==> src/rtl/pacman_pkg.sv <==
// Shared types and maze geometry for the Pac-Man movement block and the ghost movers.
package pacman_pkg;

  localparam int TILE_SHIFT = 3;
  localparam int MAZE_COLS  = 28;
  localparam int MAZE_ROWS  = 31;

  typedef enum logic [1:0] {
    RIGHT = 2'd0,
    LEFT  = 2'd1,
    UP    = 2'd2,
    DOWN  = 2'd3
  } dir_t;

  typedef enum logic [1:0] {
    IDLE = 2'd0,
    TURN = 2'd1,
    FWD  = 2'd2
  } state_t;

  // The encoding pairs each direction with its reverse in bit 0.
  function automatic dir_t opposite(input dir_t d);
    return dir_t'(d ^ 2'd1);
  endfunction

endpackage

==> src/rtl/pacman_motion_if.sv <==
// Tile-map lookup port: the mover drives a tile coordinate, the map answers combinationally.
interface pacman_motion_if;
  logic [4:0] query_col;
  logic [4:0] query_row;
  logic       query_wall;

  modport master (output query_col, output query_row, input query_wall);
  modport slave  (input query_col, input query_row, output query_wall);
endinterface

==> src/rtl/pacman_tile_step.sv <==
// Combinational neighbour-tile and one-pixel step calculator with horizontal tunnel wrap.
module pacman_tile_step
  import pacman_pkg::*;
#(
  parameter int MAZE_W_PX = 224
) (
  input  logic [9:0] x_i,
  input  logic [9:0] y_i,
  input  dir_t       dir_i,
  output logic [4:0] nb_col_o,
  output logic [4:0] nb_row_o,
  output logic [9:0] nx_o,
  output logic [9:0] ny_o
);

  localparam logic [4:0] LAST_COL = 5'(MAZE_W_PX / (1 << TILE_SHIFT) - 1);
  localparam logic [9:0] LAST_X   = 10'(MAZE_W_PX - 1);

  logic [4:0] col;
  logic [4:0] row;

  assign col = x_i[TILE_SHIFT +: 5];
  assign row = y_i[TILE_SHIFT +: 5];

  // Rows never wrap: the maze border is solid, so the mover never steps past it.
  always_comb begin
    nb_col_o = col;
    nb_row_o = row;
    nx_o     = x_i;
    ny_o     = y_i;
    case (dir_i)
      RIGHT: begin
        nb_col_o = (col == LAST_COL) ? 5'd0 : col + 5'd1;
        nx_o     = (x_i == LAST_X) ? 10'd0 : x_i + 10'd1;
      end
      LEFT: begin
        nb_col_o = (col == 5'd0) ? LAST_COL : col - 5'd1;
        nx_o     = (x_i == 10'd0) ? LAST_X : x_i - 10'd1;
      end
      UP: begin
        nb_row_o = row - 5'd1;
        ny_o     = y_i - 10'd1;
      end
      DOWN: begin
        nb_row_o = row + 5'd1;
        ny_o     = y_i + 10'd1;
      end
    endcase
  end

endmodule

==> src/rtl/pacman_motion.sv <==
// Per-frame Pac-Man mover: cornering at tile centres, reversal, tunnel wrap, mouth animation.
// Define PACMAN_TURN_BUFFER_EN to keep a pending turn request alive until it is taken (pre-turning).
module pacman_motion
  import pacman_pkg::*;
#(
  parameter int START_X   = 119,
  parameter int START_Y   = 228,
  parameter int ALIGN_X   = 7,
  parameter int ALIGN_Y   = 4,
  parameter int MAZE_W_PX = 224,
  parameter int STEP_DIV  = 1,
  parameter int ANIM_DIV  = 4
) (
  input  logic              clk,
  input  logic              rst,
  input  logic              enable,
  input  logic              frame_tick,
  input  logic              req_valid,
  input  logic [1:0]        req_dir,
  pacman_motion_if.master   qry,
  output logic [9:0]        pacman_xloc,
  output logic [9:0]        pacman_yloc,
  output logic [1:0]        pacman_dir,
  output logic [1:0]        pacman_animation,
  output logic              moving
);

  localparam logic [2:0] AX        = 3'(ALIGN_X);
  localparam logic [2:0] AY        = 3'(ALIGN_Y);
  localparam logic [3:0] STEP_LAST = 4'(STEP_DIV - 1);
  localparam logic [3:0] ANIM_LAST = 4'(ANIM_DIV - 1);
  localparam logic [9:0] X0        = 10'(START_X);
  localparam logic [9:0] Y0        = 10'(START_Y);

  state_t     state_q;
  logic [9:0] x_q, y_q;
  dir_t       dir_q;
  logic [1:0] anim_q;
  logic       moving_q;
  logic       pend_valid_q;
  dir_t       pend_dir_q;
  logic [3:0] step_cnt_q;
  logic [3:0] anim_cnt_q;
  logic [4:0] qcol_q, qrow_q;

  dir_t       chk_dir;
  logic [4:0] nb_col, nb_row;
  logic [9:0] x_d, y_d;
  logic       centred;
  logic       tick_ok;

  // TURN probes the requested direction; FWD probes the (possibly just updated) heading.
  assign chk_dir = (state_q == TURN) ? pend_dir_q : dir_q;
  assign centred = (x_q[2:0] == AX) && (y_q[2:0] == AY);
  assign tick_ok = frame_tick & enable;

  pacman_tile_step #(.MAZE_W_PX(MAZE_W_PX)) u_step (
    .x_i      (x_q),
    .y_i      (y_q),
    .dir_i    (chk_dir),
    .nb_col_o (nb_col),
    .nb_row_o (nb_row),
    .nx_o     (x_d),
    .ny_o     (y_d)
  );

  assign qry.query_col = (state_q == IDLE) ? qcol_q : nb_col;
  assign qry.query_row = (state_q == IDLE) ? qrow_q : nb_row;

  always_ff @(posedge clk) begin
    if (!rst) begin
      state_q      <= IDLE;
      x_q          <= X0;
      y_q          <= Y0;
      dir_q        <= LEFT;
      anim_q       <= 2'd0;
      moving_q     <= 1'b0;
      pend_valid_q <= 1'b0;
      pend_dir_q   <= LEFT;
      step_cnt_q   <= 4'd0;
      anim_cnt_q   <= 4'd0;
      qcol_q       <= X0[TILE_SHIFT +: 5];
      qrow_q       <= Y0[TILE_SHIFT +: 5];
    end else begin
      qcol_q <= qry.query_col;
      qrow_q <= qry.query_row;

      if (tick_ok && moving_q) begin
        if (anim_cnt_q == ANIM_LAST) begin
          anim_cnt_q <= 4'd0;
          anim_q     <= anim_q + 2'd1;
        end else begin
          anim_cnt_q <= anim_cnt_q + 4'd1;
        end
      end

      case (state_q)
        IDLE: begin
          if (tick_ok) begin
            if (step_cnt_q == STEP_LAST) begin
              step_cnt_q <= 4'd0;
              state_q    <= TURN;
            end else begin
              step_cnt_q <= step_cnt_q + 4'd1;
            end
          end
        end
        TURN: begin
          if (pend_valid_q && (pend_dir_q == opposite(dir_q))) begin
            dir_q        <= pend_dir_q;
            pend_valid_q <= 1'b0;
          end else if (pend_valid_q && (pend_dir_q != dir_q) && centred && !qry.query_wall) begin
            dir_q        <= pend_dir_q;
            pend_valid_q <= 1'b0;
          end
          state_q <= FWD;
        end
        FWD: begin
          if (centred && qry.query_wall) begin
            moving_q <= 1'b0;
          end else begin
            x_q      <= x_d;
            y_q      <= y_d;
            moving_q <= 1'b1;
          end
`ifdef PACMAN_TURN_BUFFER_EN
          // The request stays armed until a later centre lets it through.
`else
          pend_valid_q <= 1'b0;
`endif
          state_q <= IDLE;
        end
        default: state_q <= IDLE;
      endcase

      // Placed last so a same-cycle request overrides any consumption above.
      if (req_valid) begin
        pend_dir_q   <= dir_t'(req_dir);
        pend_valid_q <= 1'b1;
      end
    end
  end

  assign pacman_xloc      = x_q;
  assign pacman_yloc      = y_q;
  assign pacman_dir       = dir_q;
  assign pacman_animation = anim_q;
  assign moving           = moving_q;

endmodule

==> src/flat_wrapper.sv <==
// flat-port wrapper written by rule: the top's interface ports become plain ports
module pacman_motion_flat import pacman_pkg::*;
#(
  parameter int START_X   = 119,
  parameter int START_Y   = 228,
  parameter int ALIGN_X   = 7,
  parameter int ALIGN_Y   = 4,
  parameter int MAZE_W_PX = 224,
  parameter int STEP_DIV  = 1,
  parameter int ANIM_DIV  = 4
)
  (clk, rst, enable, frame_tick, req_valid, req_dir, pacman_xloc, pacman_yloc, pacman_dir, pacman_animation, moving, qry_query_col, qry_query_row, qry_query_wall);
  pacman_motion_if qry_i ();
  input  logic clk;
  input  logic rst;
  input  logic enable;
  input  logic frame_tick;
  input  logic req_valid;
  input  logic [1:0] req_dir;
  output logic [9:0] pacman_xloc;
  output logic [9:0] pacman_yloc;
  output logic [1:0] pacman_dir;
  output logic [1:0] pacman_animation;
  output logic moving;
  output wire logic [$bits(qry_i.query_col)-1:0] qry_query_col;
  output wire logic [$bits(qry_i.query_row)-1:0] qry_query_row;
  input wire logic [$bits(qry_i.query_wall)-1:0] qry_query_wall;
  assign qry_query_col = qry_i.query_col;
  assign qry_query_row = qry_i.query_row;
  assign qry_i.query_wall = qry_query_wall;
  pacman_motion #(.START_X(START_X), .START_Y(START_Y), .ALIGN_X(ALIGN_X), .ALIGN_Y(ALIGN_Y), .MAZE_W_PX(MAZE_W_PX), .STEP_DIV(STEP_DIV), .ANIM_DIV(ANIM_DIV)) u_core (.clk(clk), .rst(rst), .enable(enable), .frame_tick(frame_tick), .req_valid(req_valid), .req_dir(req_dir), .qry(qry_i), .pacman_xloc(pacman_xloc), .pacman_yloc(pacman_yloc), .pacman_dir(pacman_dir), .pacman_animation(pacman_animation), .moving(moving));
endmodule
==> config.mk <==
export PLATFORM = sky130hd
export DESIGN_NAME = pacman_motion_flat
export DESIGN_NICKNAME = d
export VERILOG_FILES = /design/src/rtl/pacman_pkg.sv /design/src/rtl/pacman_motion_if.sv /design/src/rtl/pacman_tile_step.sv /design/src/rtl/pacman_motion.sv /design/src/flat_wrapper.sv
export SDC_FILE = /design/constraint.sdc
export NUM_CORES = 1
export LEC_CHECK = 0
export CAP_MARGIN = 0
export CORE_ASPECT_RATIO = 2
export CORE_MARGIN = 5
export CORE_UTILIZATION = 55
export DETAILED_ROUTE_END_ITERATION = 10
export PLACE_DENSITY = 0.87
export SLEW_MARGIN = 20
export SYNTH_ARGS = -nofsm -noshare
export SYNTH_HDL_FRONTEND = slang
export SYNTH_SLANG_ARGS = --single-unit
==> constraint.sdc <==
create_clock -name clk -period 3.5 [get_ports clk]
set_input_delay 0.7 -clock clk [delete_from_list [all_inputs] [get_ports clk]]
set_output_delay 0.7 -clock clk [all_outputs]
set_load 0.02 [all_outputs]
==> results of run 1 <==
==> worst min-delay path by stage <==
stage                                      end  slack [ps]            startpoint  cells after the start
after floorplan           u_core.anim_cnt_q[2]         460  u_core.anim_cnt_q[3]                      2
after global placement    u_core.anim_cnt_q[2]         470  u_core.anim_cnt_q[3]                      2
after detailed placement  u_core.step_cnt_q[1]         490  u_core.step_cnt_q[1]                      2
after CTS                 u_core.step_cnt_q[1]         500  u_core.step_cnt_q[1]                      2
after global routing      u_core.step_cnt_q[1]         520  u_core.step_cnt_q[1]                      2
final                     u_core.step_cnt_q[1]         490  u_core.step_cnt_q[1]                      2
==> area by class of cell <==
| class | count | area, µm² | area share, % |
|---|---|---|---|
| well taps | 61 | 76.3 | 1.96 |
| clock buffers | 5 | 125 | 3.21 |
| inverters | 14 | 52.6 | 1.35 |
| flip-flops and latches | 48 | 961 | 24.6 |
| clock inverters | 3 | 46.3 | 1.19 |
| multi-input cells | 321 | 2050 | 52.5 |
| repair buffers | 65 | 593 | 15.2 |
==> what timing repair did <==
action                     4_1_cts  5_1_grt
hold endpoints to repair         0        0
setup endpoints to repair        4        8
resized for setup                9        9
setup buffers                    0        0
pin swaps                        0        0
==> cells by family after synthesis <==
kind of cell	Yosys count
AND/OR/NAND/NOR	172
multiplexers	12
flip-flops	48
XOR/XNOR	20
AO/OA/AOI/OAI	99
buffers and inverters	36
adder cells (fa/ha/maj)	18
==> cells in the mapped netlist (10+ instances only) <==
cell      n
nor2_1   52
nand2_1  50
dfxtp_1  48
a21oi_1  30
ha_1     16
inv_1    14
xnor2_1  14
nand3_1  13
nor3_1   10
o21ai_0  10
o21ai_1  10
==> where the power goes <==
| group | internal, mW | total [mW] | switching (mW) |
|---|---|---|---|
| Sequential | 0.555 | 0.560 | 0.00482 |
| Combinational | 0.0559 | 0.134 | 0.0785 |
| Clock | 0.340 | 0.561 | 0.222 |
==> layer usage <==
metal,up-vias,track usage (%),share of wire (%)
met4,0,16.1,4.4
met2,78,45.2,57
met1,1492,22.8,35
li1,1525,-,-
met3,28,4.20,3.2
met5,-,0,0
==> tightest hold or removal path, delay by kind of cell, from the launching register on <==
family	cells	cell delay, ps
and+or+nand+nor	1	60
AOI/OAI and AO/OA	1	50
DFF	1	330
==> sequential cells by signal, indices dropped and copies added (netlist names) <==
name                     cells
u_core.state_q               2
u_core.pacman_animation      2
u_core.moving                1
u_core.step_cnt_q            4
u_core.qrow_q                5
u_core.pacman_xloc          10
u_core.anim_cnt_q            4
u_core.pacman_dir            2
u_core.pend_dir_q            2
u_core.pend_valid_q          1
u_core.qcol_q                5
u_core.pacman_yloc          10
==> impl_metrics.toml, run 1 <==
[synthesis]
synth_ff_type = "dfxtp_1"
syn_area_per_cell_um2 = 7.86
synthTopCellsByArea = "dfxtp_1, ha_1, nor2_1, nand2_1, a21oi_1"
synth_cell_types = 61
yosysSeqAreaShare_pct = 30.2
synth_mux_area_share_pct = 4.01
synth-simple-area-share_pct = 25.9
ys_warn_count = 0
synth_fp_nets = 431
synthCells = 405
synth_compound_area_share_pct = 20.6
synth_top_family_by_area = "simple AND/OR/NAND/NOR gates"
synth-seq-cells = 48
synth_top_area_cell = "dfxtp_1"
synth_edf_count = 0
synth_xor_area_share_pct = 5.50
synthAdderAreaFrac_pct = 7.54
synth_top_area_share_pct = 30.2
syn_area_mm2 = 0.00318
synth-async-reset-ratio_pct = 0

[final_layout]
fillers = 455
num-nets-final = 481
drive_gt1_share_pct = 11.8
finalNonFillerCells = 517
n_antenna_cell = 0
final_common_cell = "nor2_1"
final_area_mm2 = 0.00390
syn2layout_area_growth_pct = 22.5
final_cell_mix = "nor2_1, nand2_1, dfxtp_1"
post-route-util_pct = 68.9

[clocking]
root_buffer = "clkbuf_16"
cts_hold_buffers = 0
cts_tree = "done"
clk-insertion-delay-late_ps = 300
cts_max_path_buffers = 2
htreeDepth = 2
clock-sinks = 48
cts_made_buffers = 5
clk_pin_slew_ps = 70

[placement]
placed_area_mm2 = 0.00371
pre_cts_ws_ps = 32.1
placed_cells = 509
place_congestion = 1.01
port_buffers = 42
hpwlAfterDp_um = 6660

[setup_path]
crit_buf_inv = 3
r2r-end = "u_core.pacman_yloc[9]"
rrSetupSlack_ps = 680
crit_cells = 8
max_stage_delay_ps = 550
path_class = "register to primary output"
cpLargestDelayFamily = "buffers and inverters"
critPathRequiredTime_ps = 2800
worstPathCellList = "nand2b_2 > buf_4 > mux2i_1 > buf_4 > nand2_1 > a311oi_1 > nor2_1 > clkdlybuf4s50_1"
cp_common_cell = "buf_4"
rr_worst_depth = 11
cp-start-kind = "register"
endpoint = "qry_query_col[2]"
worstSetupEndpointType = "primary output"
crit_arrival_ps = 2710
critPathSlowestCell = "clkdlybuf4s50_1"
r2r_start = "u_core.state_q[1]"
crit_path_start = "u_core.state_q[1]"
path_max_fanout = 11

[floorplanning]
core_area_mm2 = 0.00566
die_w_um = 63.8
ios = 43
rows = 39
die_area_mm2 = 0.00750
die_h_um = 118
start_util_pct = 56.3

[timing]
finalCritPeriodShare_pct = 97.5
setup_viol = 0
whs_ps = 494
tightest_slew_ps = 891
worst_slack_ps = 86.0
post-route-min-period_ps = 3410
setup-tns-final_ps = 0
drv_slew = 0
skew_ps = 3.07
hold_viol_final = 0
slew_headroom_pct = 40.5
max_freq_mhz = 293

[global_routing]
grt_pass1_vias = 3188
overflow = 0
track_usage_pct = 24.3
grt_pass1_wl_um = 14600
antenna_found_initial = 0
grt_max_degree = 29

[worst_hold_path]
hp-class = "register to register"

[job]
maxCapViolCount = 0

[power_and_ir_drop]
cellLeakagePower_nw = 1.56
max-vdd-ir-drop_mv = 0.407
p_per_area_mw_per_mm2 = 322
power.total_mw = 1.26

[run_status]
status = "finished, final reports clean"

[drt]
vias = 3123
wl_per_cell_um = 17.3
drtIter0Drc = 277
firstDrtPassIters = 4
ant_nets = 0
totalWireLength_um = 8970
viasPerCell = 6.04
drc = 0
No activity file was read; power rests on OpenSTA's default activity.
==> inputs of run 2 (changes only) <==
Settings changed: SLEW_MARGIN 20 to default.
==> results of run 2 <==
No change in the layout: final DEF, timing and power equal those of run 1.
==> inputs of run 3 (changes only) <==
Settings changed: SKIP_CTS_REPAIR_TIMING from default to 1.
==> impl_metrics.toml, run 3 (synthesis results as in run 1) <==
[timing]
finalCritPeriodShare_pct = 97.8
whs_ps = 493
hold_viol_final = 0
post-route-min-period_ps = 3420
drv_slew = 0
setup_viol = 0
tightest_slew_ps = 896
skew_ps = 3.16
slew_headroom_pct = 40.2
max_freq_mhz = 292
setup-tns-final_ps = 0

[final_layout]
final_common_cell = "nor2_1"
drive_gt1_share_pct = 11.6
n_antenna_cell = 0
fillers = 456
multi_input_area_mm2 = 0.00205
syn2layout_area_growth_pct = 22.6
final_cell_mix = "nor2_1, nand2_1, dfxtp_1"
register_area_um2 = 961
num-nets-final = 481

[floorplanning]
core_area_mm2 = 0.00566
die_w_um = 63.8
die_area_mm2 = 0.00750
rows = 39
start_util_pct = 56.3
ios = 43
die_h_um = 118

[clocking]
clk-insertion-delay-late_ps = 300
htreeDepth = 2
clock-sinks = 48
cts_max_path_buffers = 2
root_buffer = "clkbuf_16"
cts_made_buffers = 5
cts_tree = "done"
clk_pin_slew_ps = 70

[global_routing]
track_usage_pct = 24.3
overflow = 0
grt_max_degree = 29
antenna_found_initial = 0
grt_pass1_vias = 3196
grt_pass1_wl_um = 14600

[power_and_ir_drop]
cellLeakagePower_nw = 1.56
internal_power_uw = 951
swShare_pct = 24.2
max-vdd-ir-drop_mv = 0.407
p_seq_share_pct = 44.6
power.total_mw = 1.25
p_switching_uw = 303
p_per_area_mw_per_mm2 = 321
p_comb_share_pct = 10.8
p_clk_share_pct = 44.6

[drt]
drtIter0Drc = 322
ant_nets = 0
viasPerCell = 6.04
wl_per_cell_um = 17.5
vias = 3125
drc = 0
totalWireLength_um = 9040
firstDrtPassIters = 6

[setup_path]
max_stage_delay_ps = 560
path_class = "register to primary output"
cpLargestDelayFamily = "buffers and inverters"
path_max_fanout = 6
critPathRequiredTime_ps = 2800
worstPathCellList = "nand2b_2 > buf_4 > mux2i_2 > o21ai_1 > a311oi_1 > nor2_1 > clkdlybuf4s50_1"
critPathSlowestCell = "clkdlybuf4s50_1"
worstSetupEndpointType = "primary output"
crit_arrival_ps = 2720
crit_buf_inv = 2
cp-start-kind = "register"

[placement]
hpwlAfterDp_um = 6660
place_congestion = 1.01
port_buffers = 42

[run_status]
status = "finished, final reports clean"

[job]
maxCapViolCount = 0

[worst_hold_path]
hp-class = "register to register"
[run 3: changes by cell type in the layout (fill, tap and decap cells not counted)]
cell and delta:
dlygate4sd2_1 -1, clkdlybuf4s15_2 -1, dlymetal6s2s_1 +2
[run 3: area by class of cell]
type                    count  area share, %
clock buffers               5           3.20
clock inverters             3           1.19
inverters                  14           1.35
multi-input cells         321           52.4
flip-flops and latches     48           24.6
well taps                  61           1.95
repair buffers             65           15.3
[run 3: metrics by stage]
| stage | setup slack [ps] | util (%) | cells | area, µm² |
|---|---|---|---|---|
| 2_1_floorplan | 272 | - | 405 | 3180 |
| 3_3_place_gp | 102 | 65.5 | 509 | 3710 |
| 3_5_place_dp | 32.1 | 65.5 | 509 | 3710 |
| 4_1_cts | -370 | 68.5 | 517 | 3880 |
| 5_1_grt | -26.9 | 69.0 | 517 | 3910 |
| 6_report | 78.5 | 69.0 | 517 | 3910 |
[run 3: final timing paths]
path | from | end | slack (ps) | cells after the start
worst max-delay path | u_core.state_q[1] | qry_query_col[2] | 80 | 7
worst min-delay path | u_core.step_cnt_q[1] | u_core.step_cnt_q[1] | 490 | 2
worst max register to register | u_core.state_q[1] | u_core.pacman_yloc[9] | 680 | 11
worst min register to register | u_core.step_cnt_q[1] | u_core.step_cnt_q[1] | 490 | 2
[run 3: tightest hold or removal path: stages, from the launching register on]
cell and delay, ps:
dfxtp_1 330, nand2_1 60, a21oi_1 50
[run 3: power by group through the flow]
stage | Sequential, mW | Combinational, mW | Clock [mW]
after detailed placement | 0.572 | 0.133 | 0
after global routing | 0.560 | 0.146 | 0.589
after global placement | 0.572 | 0.130 | 0
final | 0.560 | 0.135 | 0.560
after floorplan | 0.574 | 0.0804 | 0
after CTS | 0.560 | 0.134 | 0.571
[run 3: layer usage]
layer / vias to the layer above / GRT usage (%) / wire [µm]
met5: - / 0 / 0
met4: 0 / 16.4 / 400
met3: 29 / 4.20 / 322
met2: 81 / 45.1 / 5230
met1: 1487 / 22.7 / 3090
li1: 1528 / - / -
